--- src/rtl/codec_init_sequencer_pkg.sv ---
// Shared codec command indices, FSM state encoding and sizing helpers
// for the codec init sequencer and codec_programmer.
package codec_init_sequencer_pkg;

  localparam int CODEC_CMD_W = 4;

  localparam logic [CODEC_CMD_W-1:0] CMD_DUMMY   = 4'd0;
  localparam logic [CODEC_CMD_W-1:0] SET_LIN_L   = 4'd1;
  localparam logic [CODEC_CMD_W-1:0] SET_LIN_R   = 4'd2;
  localparam logic [CODEC_CMD_W-1:0] SET_HP_L    = 4'd3;
  localparam logic [CODEC_CMD_W-1:0] SET_HP_R    = 4'd4;
  localparam logic [CODEC_CMD_W-1:0] ANA_PATH    = 4'd5;
  localparam logic [CODEC_CMD_W-1:0] DIG_PATH    = 4'd6;
  localparam logic [CODEC_CMD_W-1:0] PWR_CTRL    = 4'd7;
  localparam logic [CODEC_CMD_W-1:0] DIG_FMT     = 4'd8;
  localparam logic [CODEC_CMD_W-1:0] DIG_ACT     = 4'd9;
  localparam logic [CODEC_CMD_W-1:0] SAMPLE_CTRL = 4'd10;

  typedef enum logic [3:0] {
    S_IDLE,
    S_SETTLE,
    S_ISSUE,
    S_WAIT_ACC,
    S_WAIT_DONE,
    S_CHECK,
    S_GAP,
    S_DONE,
    S_FAIL
  } state_t;

  function automatic int max3(input int a, input int b, input int c);
    int m;
    m = (a > b) ? a : b;
    return (m > c) ? m : c;
  endfunction

  // Bit width able to hold 0..v-1, never narrower than one bit.
  function automatic int width_of(input int v);
    return (v > 1) ? $clog2(v) : 1;
  endfunction

endpackage

--- src/rtl/codec_init_sequencer_sync2.sv ---
// Two-flop synchronizer for single-bit async inputs.
// Ports: clk, rst (async high), d (async in), q (synced out).
module codec_init_sequencer_sync2 (
  input  logic clk,
  input  logic rst,
  input  logic d,
  output logic q
);

  logic meta_q;
  logic sync_q;

  always_ff @(posedge clk or posedge rst) begin
    if (rst) begin
      meta_q <= 1'b0;
      sync_q <= 1'b0;
    end else begin
      meta_q <= d;
      sync_q <= meta_q;
    end
  end

  assign q = sync_q;

endmodule

--- src/rtl/codec_init_sequencer.sv ---
// Walks the codec command list issuing one programmer write per command,
// with retry on NACK/timeout. Ports: CLK, RST, START, CMD/GO to the
// programmer, READY/ACK from it, BUSY/DONE/ERROR/ERR_CMD status.
module codec_init_sequencer
  import codec_init_sequencer_pkg::*;
#(
  parameter int CMD_W       = 4,
  parameter int FIRST_CMD   = 1,
  parameter int LAST_CMD    = 10,
  parameter int SETTLE_CYC  = 1024,
  parameter int GAP_CYC     = 64,
  parameter int TIMEOUT_CYC = 65535,
  parameter int MAX_RETRY   = 3
) (
  input  logic             CLK,
  input  logic             RST,
  input  logic             START,
  output logic [CMD_W-1:0] CMD,
  output logic             GO,
  input  logic             READY,
  input  logic             ACK,
  output logic             BUSY,
  output logic             DONE,
  output logic             ERROR,
  output logic [CMD_W-1:0] ERR_CMD
);

  localparam int TMR_W =
    width_of(max3(SETTLE_CYC, GAP_CYC, TIMEOUT_CYC) + 1);
  localparam int RTY_W = width_of(MAX_RETRY + 1);

  // Timer counts down to zero, so each phase loads its length minus one.
  localparam logic [TMR_W-1:0] SETTLE_LD = TMR_W'(SETTLE_CYC - 1);
  localparam logic [TMR_W-1:0] GAP_LD    = TMR_W'(GAP_CYC - 1);
  localparam logic [TMR_W-1:0] TMO_LD    = TMR_W'(TIMEOUT_CYC - 1);
  localparam logic [RTY_W-1:0] RTY_MAX   = RTY_W'(MAX_RETRY);
  localparam logic [CMD_W-1:0] CMD_FIRST = CMD_W'(FIRST_CMD);
  localparam logic [CMD_W-1:0] CMD_LAST  = CMD_W'(LAST_CMD);

  logic rdy_s;
  logic ack_s;

  codec_init_sequencer_sync2 u_sync_ready (
    .clk (CLK),
    .rst (RST),
    .d   (READY),
    .q   (rdy_s)
  );

  codec_init_sequencer_sync2 u_sync_ack (
    .clk (CLK),
    .rst (RST),
    .d   (ACK),
    .q   (ack_s)
  );

  state_t           state_q, state_d;
  logic [CMD_W-1:0] cmd_q, cmd_d;
  logic [CMD_W-1:0] err_cmd_q, err_cmd_d;
  logic [RTY_W-1:0] rty_q, rty_d;
  logic [TMR_W-1:0] tmr_q, tmr_d;
  logic             go_q, go_d;
  logic             busy_q, busy_d;
  logic             done_q, done_d;
  logic             err_q, err_d;
  logic             tmo_q, tmo_d;
  logic             tmr_zero;

  assign tmr_zero = (tmr_q == '0);

  always_comb begin
    state_d   = state_q;
    cmd_d     = cmd_q;
    err_cmd_d = err_cmd_q;
    rty_d     = rty_q;
    tmr_d     = tmr_q;
    go_d      = go_q;
    done_d    = done_q;
    err_d     = err_q;
    tmo_d     = tmo_q;

    unique case (state_q)
      S_IDLE, S_DONE, S_FAIL: begin
        if (START) begin
          state_d   = S_SETTLE;
          tmr_d     = SETTLE_LD;
          done_d    = 1'b0;
          err_d     = 1'b0;
          err_cmd_d = '0;
        end
      end
      S_SETTLE: begin
        if (tmr_zero) begin
          cmd_d   = CMD_FIRST;
          rty_d   = '0;
          state_d = S_ISSUE;
        end else begin
          tmr_d = tmr_q - 1'b1;
        end
      end
      S_ISSUE: begin
        if (rdy_s) begin
          go_d    = 1'b1;
          tmo_d   = 1'b0;
          tmr_d   = TMO_LD;
          state_d = S_WAIT_ACC;
        end
      end
      S_WAIT_ACC: begin
        if (!rdy_s) begin
          go_d    = 1'b0;
          tmr_d   = TMO_LD;
          state_d = S_WAIT_DONE;
        end else if (tmr_zero) begin
          // Never accepted: withdraw the request and retry via CHECK.
          go_d    = 1'b0;
          tmo_d   = 1'b1;
          state_d = S_CHECK;
        end else begin
          tmr_d = tmr_q - 1'b1;
        end
      end
      S_WAIT_DONE: begin
        if (rdy_s) begin
          state_d = S_CHECK;
        end else if (tmr_zero) begin
          tmo_d   = 1'b1;
          state_d = S_CHECK;
        end else begin
          tmr_d = tmr_q - 1'b1;
        end
      end
      S_CHECK: begin
        if (ack_s && !tmo_q) begin
          if (cmd_q == CMD_LAST) begin
            done_d  = 1'b1;
            state_d = S_DONE;
          end else begin
            cmd_d   = cmd_q + 1'b1;
            rty_d   = '0;
            tmr_d   = GAP_LD;
            state_d = S_GAP;
          end
        end else if (rty_q < RTY_MAX) begin
          rty_d   = rty_q + 1'b1;
          tmr_d   = GAP_LD;
          state_d = S_GAP;
        end else begin
          err_d     = 1'b1;
          err_cmd_d = cmd_q;
          state_d   = S_FAIL;
        end
      end
      S_GAP: begin
        if (tmr_zero) begin
          state_d = S_ISSUE;
        end else begin
          tmr_d = tmr_q - 1'b1;
        end
      end
      default: begin
        go_d    = 1'b0;
        state_d = S_IDLE;
      end
    endcase

    busy_d = !(state_d inside {S_IDLE, S_DONE, S_FAIL});
  end

  always_ff @(posedge CLK or posedge RST) begin
    if (RST) begin
      state_q   <= S_SETTLE;
      tmr_q     <= SETTLE_LD;
      cmd_q     <= '0;
      err_cmd_q <= '0;
      rty_q     <= '0;
      go_q      <= 1'b0;
      busy_q    <= 1'b0;
      done_q    <= 1'b0;
      err_q     <= 1'b0;
      tmo_q     <= 1'b0;
    end else begin
      state_q   <= state_d;
      tmr_q     <= tmr_d;
      cmd_q     <= cmd_d;
      err_cmd_q <= err_cmd_d;
      rty_q     <= rty_d;
      go_q      <= go_d;
      busy_q    <= busy_d;
      done_q    <= done_d;
      err_q     <= err_d;
      tmo_q     <= tmo_d;
    end
  end

  assign CMD     = cmd_q;
  assign GO      = go_q;
  assign BUSY    = busy_q;
  assign DONE    = done_q;
  assign ERROR   = err_q;
  assign ERR_CMD = err_cmd_q;

endmodule

--- config.mk ---
export PLATFORM = sky130hd
export DESIGN_NAME = codec_init_sequencer
export DESIGN_NICKNAME = d
export VERILOG_FILES = /design/src/rtl/codec_init_sequencer_pkg.sv /design/src/rtl/codec_init_sequencer_sync2.sv /design/src/rtl/codec_init_sequencer.sv
export SDC_FILE = /design/constraint.sdc
export NUM_CORES = 1
export LEC_CHECK = 0
export CAP_MARGIN = 25
export CORE_UTILIZATION = 38
export CTS_CLUSTER_SIZE = 40
export DETAILED_ROUTE_END_ITERATION = 10
export SYNTH_ARGS = -nofsm -noshare
export SYNTH_HDL_FRONTEND = slang
export SYNTH_SLANG_ARGS = --single-unit
export TNS_END_PERCENT = 20
--- constraint.sdc ---
create_clock -name CLK -period 4.17 [get_ports CLK]
set_clock_uncertainty 0.15 [all_clocks]
set_input_delay 0.417 -clock CLK [delete_from_list [all_inputs] [get_ports CLK]]
set_output_delay 0.417 -clock CLK [all_outputs]
set_load 0.005 [all_outputs]
==> out/metrics.cfg, run 1 <==
[cts]
insertion_delay_ps=300
cts_tree=yes
htreeDepth=2
root_buffer=clkbuf_8
clk_pin_slew_ps=80
cts_hold_buf=0
cts_resized=0
cts.sinks=39
numCtsBuffers=5
clock_path_buffers=2
post-cts-setup-buffer-count=0

[yosys]
synth_cells=260
synth_area_leaders=dfrtp_1, dfstp_2, nor2_1
netlist.top_cell.by_area=dfrtp_1
synthFlopType=dfrtp_1
async_reset_ff_frac=1.00
synth.ff_latch_count=39
synth_top_area_share=0.289
synth_area_per_cell_um2=9.34
yosys_warnings=0
synth_edf_count=0
syn_nets=270
netlist_area_mm2=0.00243
ys_seq_area_frac=0.408
synth_cell_types=62

[hold_path]
worstHoldStart=u_sync_ready.meta_q
worstHoldPathType=reg2reg
min_path_cells=0
min_to=u_sync_ready.q

[setup_path]
worstReg2RegEnd=tmr_q[0]
crit_required_ps=4250
cp_max_fo=26
cp.arrival_ps=2720
reg2reg_from=CMD[0]
critPathKind=reg2reg
reg2regPathDepth=8
crit_path_end_kind=register
crit_path_start_kind=register
r2r_slack_ps=1530

[power]
power_uw=1980
p_seq_frac=0.381
intPower_uw=1130
combPwrFrac=0.479
swShare=0.430
clkPwrFrac=0.141
cellPowerDensity_mw_per_mm2=721
irDropWorstVdd_v=0.000222
leakage_uw=0.00109
p_sw_uw=850

[routing]
post_drt_wl_per_cell_um=15.8
ant_nets=0
drtIter0Drc=184
vias_per_cell=5.78
drtPass1Iterations=4
via_count=2018
drc=0
totalWireLength_um=5520

[run]
maxCapViolCount=0

[timing]
min_period_ps=2640
tns_ps=0
final-hold-violation-count=0
rsz0062_at_grt=no
max_slew_margin=0.570
max_freq_mhz=378
worst_slew_pin_slew_ps=643
setup_violations=0
fin_crit_sh=0.634
drv_slew=0

[die]
fp.dieW_um=81.9
design.die.area_mm2=0.00671
coreArea_mm2=0.00603
die_h_um=81.9
rows=28
ioPinCount=17
initial_utilization=0.403

[outcome]
status=completed

[final_layout]
fillers=599
num-nets-final=283
diodes=0
multiInputGateArea_mm2=0.00134
regArea_um2=990
layout_common_cells=dfrtp_1, nor2_1, nand2_1, o21ai_0, clkdlybuf4s50_1
areaGrowthSynthToFinish_pct=12.8
drive_gt1_frac=0.153

[grt]
grt_use_met1=0.272
grt_max_degree=30
grt_pass1_wl_um=9360
grt_pass1_vias=1862
busiest_layer=met1
grtUsageMet3=0.0400
grtUsageMet2=0.265
gr-usage-all-layers=0.185
gr-total-overflow=0
grt_antenna_before_repair=0

[place]
hpwl_um=3910
io_buffers=16
place.gp.congestion=0.883

## worst max-delay path by stage
stage	slack (ps)	startpoint	cells past startpoint	to
after floorplan	2110	CMD[0]	8	tmr_q[0]
after global placement	1560	START	6	tmr_q[0]
after detailed placement	1510	START	6	tmr_q[0]
after CTS	1530	CMD[0]	8	tmr_q[0]
after global routing	1350	CMD[0]	8	tmr_q[0]
final	1530	CMD[0]	8	tmr_q[0]
## cells in the mapped netlist (all sizes together) (6+ instances only)
cell and number:
a21oi 16, a22o 12, a31oi 6, buf 8, dfrtp 28, dfstp 11
inv 7, nand2 21, nand3 6, nor2 29, nor3 10, nor4 6
o21ai 20, o2bb2ai 6
## kinds of logic (layout without fill, tap and decap cells)
| kind of cell | Yosys count | count (layout) | synth area share |
|---|---|---|---|
| xor+xnor | 2 | 2 | 0.00722 |
| mux | 2 | 2 | 0.0103 |
| compound gates | 91 | 91 | 0.271 |
| simple gates | 102 | 102 | 0.236 |
| flops | 39 | 39 | 0.408 |
| buf+inv | 19 | 33 | 0.0423 |
| fa+ha+maj | 5 | 5 | 0.0258 |
## power by group through the flow
| stage | registers, uW | logic, uW | clock network (uW) |
|---|---|---|---|
| floorplan | 671 | 801 | 0 |
| global placement | 750 | 927 | 0 |
| detailed placement | 749 | 947 | 0 |
| CTS | 745 | 949 | 292 |
| global route | 781 | 1050 | 304 |
| finish | 752 | 946 | 278 |
## routing by layer
layer,up-vias,part of all wire,routed length [um]
li1,1001,-,-
met1,955,0.52,2880
met2,53,0.42,2330
met3,9,0.042,232
met4,0,0.013,74
met5,-,0,0
## per-stage QoR
stage | utilization | hold WS [ps] | cell area [um^2] | instances | setup WS [ps]
finish | 0.455 | 207 | 2740 | 349 | 1530
global route | 0.455 | 221 | 2740 | 349 | 1350
CTS | 0.455 | 211 | 2740 | 349 | 1530
detailed placement | 0.438 | 190 | 2640 | 341 | 1510
global placement | 0.434 | 184 | 2610 | 340 | 1560
floorplan | - | 181 | 2430 | 260 | 2110
## worst max-delay path, stage by stage (launching register included)
cell and delay (ps):
dfrtp_1 460, inv_1 90, ha_1 200, nand3b_1 220, mux2_4 210, o221ai_2 140
a21oi_4 540, nand3_4 200, o32a_1 370
## state kept, by name, indices dropped and copies added, names as in the netlist
signal and count:
BUSY 1, CMD 4, DONE 1, ERROR 1, ERR_CMD 4, GO 1
rty_q 2, state_q 4, tmo_q 1, tmr_q 16, u_sync_ack.meta_q 1, u_sync_ack.q 1
u_sync_ready.meta_q 1, u_sync_ready.q 1
## area by class of cell
type | count | share of cell area
multi-input cells | 202 | 0.487
flip-flops and latches | 39 | 0.361
repair buffers | 18 | 0.0713
well taps | 75 | 0.0343
clock buffers | 6 | 0.0302
inverters | 7 | 0.00959
clock inverters | 2 | 0.00594
Note: power is estimated with default switching activity, not from simulation.
==> run 2, diff against run 1 <==
clock period = 2.45 ns   (was 4.17 ns; I/O delays follow)
==> out/metrics.cfg, run 2 (synthesis results as in run 1) <==
[final_layout]
diodes=0  ; unchanged
largest_reg_flops=16  ; unchanged
drive_gt1_frac=0.180  ; +0.0269
layout_common_cells=dfrtp_1, nor2_1, nand2_1, o21ai_0, clkdlybuf4s50_1
areaGrowthSynthToFinish_pct=15.1
num-nets-final=292  ; +3.2%
largest-register=tmr_q

[setup_path]
crit_path_end_kind=register
worstReg2RegEnd=tmr_q[5]
endpoint=tmr_q[5]
path_buf_inv=1  ; unchanged
crit_required_ps=2530  ; -1720 ps
crit_chain=inv_1, ha_1, nor3b_1, nand4_1, nand3_1, o21ai_0, a22o_1
slowest_delay_ps=380  ; -160 ps
critPathSlowestCell=dfstp_2
cp_max_fo=8  ; -69%
critPathKind=reg2reg
crit_path_start_kind=register
cp.depth=7  ; -1
worstSetupStartpoint=tmr_q[1]
critical-path-top-delay-family=simple AND/OR/NAND/NOR gates
r2r_slack_ps=210  ; -1320 ps
reg2reg_from=tmr_q[1]
reg2regPathDepth=7  ; -1
cp.arrival_ps=2330  ; -390 ps

[die]
coreArea_mm2=0.00603  ; unchanged
die_h_um=81.9  ; unchanged
design.die.area_mm2=0.00671  ; unchanged
initial_utilization=0.403  ; unchanged
fp.dieW_um=81.9  ; unchanged
rows=28  ; unchanged
ioPinCount=17  ; unchanged

[hold_path]
worstHoldStart=u_sync_ready.meta_q
worstHoldPathType=reg2reg

[routing]
totalWireLength_um=5660  ; +2.6%
post_drt_wl_per_cell_um=15.8  ; about the same
drtIter0Drc=148  ; -20%
drc=0  ; unchanged
drtPass1Iterations=4  ; unchanged
ant_nets=0  ; unchanged
vias_per_cell=5.82  ; +0.63%
via_count=2083  ; +3.2%

[cts]
root_buffer=clkbuf_8
htreeDepth=2  ; unchanged
clock_path_buffers=2  ; unchanged
cts.sinks=39  ; unchanged
cts_resized=0  ; unchanged
numCtsBuffers=5  ; unchanged
cts_hold_buf=0  ; unchanged
cts_tree=yes
post-cts-setup-buffer-count=0  ; unchanged
clk_pin_slew_ps=80  ; about the same
insertion_delay_ps=300  ; about the same

[grt]
grt_pass1_vias=1937  ; +4.0%
gr-total-overflow=0  ; unchanged
grt_pass1_wl_um=9590  ; +2.4%
gr-usage-all-layers=0.188  ; +0.00297
grt_max_degree=40  ; +33%
grt_antenna_before_repair=0  ; unchanged

[timing]
tns_ps=0  ; unchanged
drv_slew=0  ; unchanged
final-hold-violation-count=0  ; unchanged
setup_violations=0  ; unchanged
rsz0062_at_grt=no
worst_slew_pin_slew_ps=598  ; -44.8 ps
min_period_ps=2240  ; -399 ps
max_freq_mhz=446  ; +18%
whs_ps=210  ; +2.50 ps
fin_crit_sh=0.916  ; +0.282
setup_slack_ps=206  ; -1320 ps
max_slew_margin=0.598  ; +0.0278

[outcome]
status=completed

[run]
maxCapViolCount=0  ; unchanged

[place]
hpwl_um=3990  ; +2.2%
place.gp.congestion=0.906  ; +2.6%
io_buffers=16  ; unchanged
pre_cts_slack_ps=263  ; -1240 ps

[power]
cellPowerDensity_mw_per_mm2=1240  ; +71%
leakage_uw=0.00113  ; +3.3%
irDropWorstVdd_v=0.000429  ; +93%

==> run 2: cell types whose count changed in the layout (fill, tap and decap cells not counted), sizes merged <==
cell	previous run	this run
buf	2	11
inv	7	8
clkinvlp	1	2
clkbuf	6	5
clkinv	1	0
==> run 2: report_power, final <==
part / leakage (uW) / switching [uW] / internal [uW]
Clock: 0.0000408 / 249 / 203
Sequential: 0.000477 / 305 / 938
Combinational: 0.000609 / 934 / 821
==> run 2: how the worst min path moves through the flow <==
| stage | to | slack, ps | cells after the start |
|---|---|---|---|
| 3_5_place_dp | u_sync_ack.q | 190 | 0 |
| 4_1_cts | u_sync_ack.q | 210 | 0 |
| 6_report | u_sync_ready.q | 210 | 0 |
| 3_3_place_gp | u_sync_ready.q | 180 | 0 |
| 2_1_floorplan | u_sync_ack.meta_q | 130 | 0 |
| 5_1_grt | u_sync_ready.q | 210 | 0 |
==> run 2: worst register-to-register path, stage by stage, from the launching register on <==
cell and delay [ps]:
dfstp_2 380, inv_1 90, ha_1 140, nor3b_1 350
nand4_1 380, nand3_1 320, o21ai_0 110, a22o_1 260
==> run 2: layout make-up <==
class | count | area (um^2)
clock buffer | 5 | 68.8
clock inverter | 3 | 23.8
fill | 612 | 3230
inverter | 7 | 26.3
multi-input combinational | 202 | 1340
sequential | 39 | 990
tap | 75 | 93.8
timing repair buffer | 27 | 255
==> run 2: metal layers <==
layer  part of all wire  GRT usage
met2               0.44      0.273
met3              0.033     0.0411
met4              0.013     0.0632
met1               0.51      0.274
met5                  0          0
==> run 2: metrics by stage <==
step / cell area [um^2] / std cells / total power (uW) / util
2_1_floorplan: 2430 / 260 / 2510 / -
3_3_place_gp: 2700 / 350 / 2960 / 0.448
3_5_place_dp: 2700 / 350 / 3000 / 0.448
4_1_cts: 2790 / 358 / 3470 / 0.463
5_1_grt: 2790 / 358 / 3740 / 0.463
6_report: 2790 / 358 / 3450 / 0.463
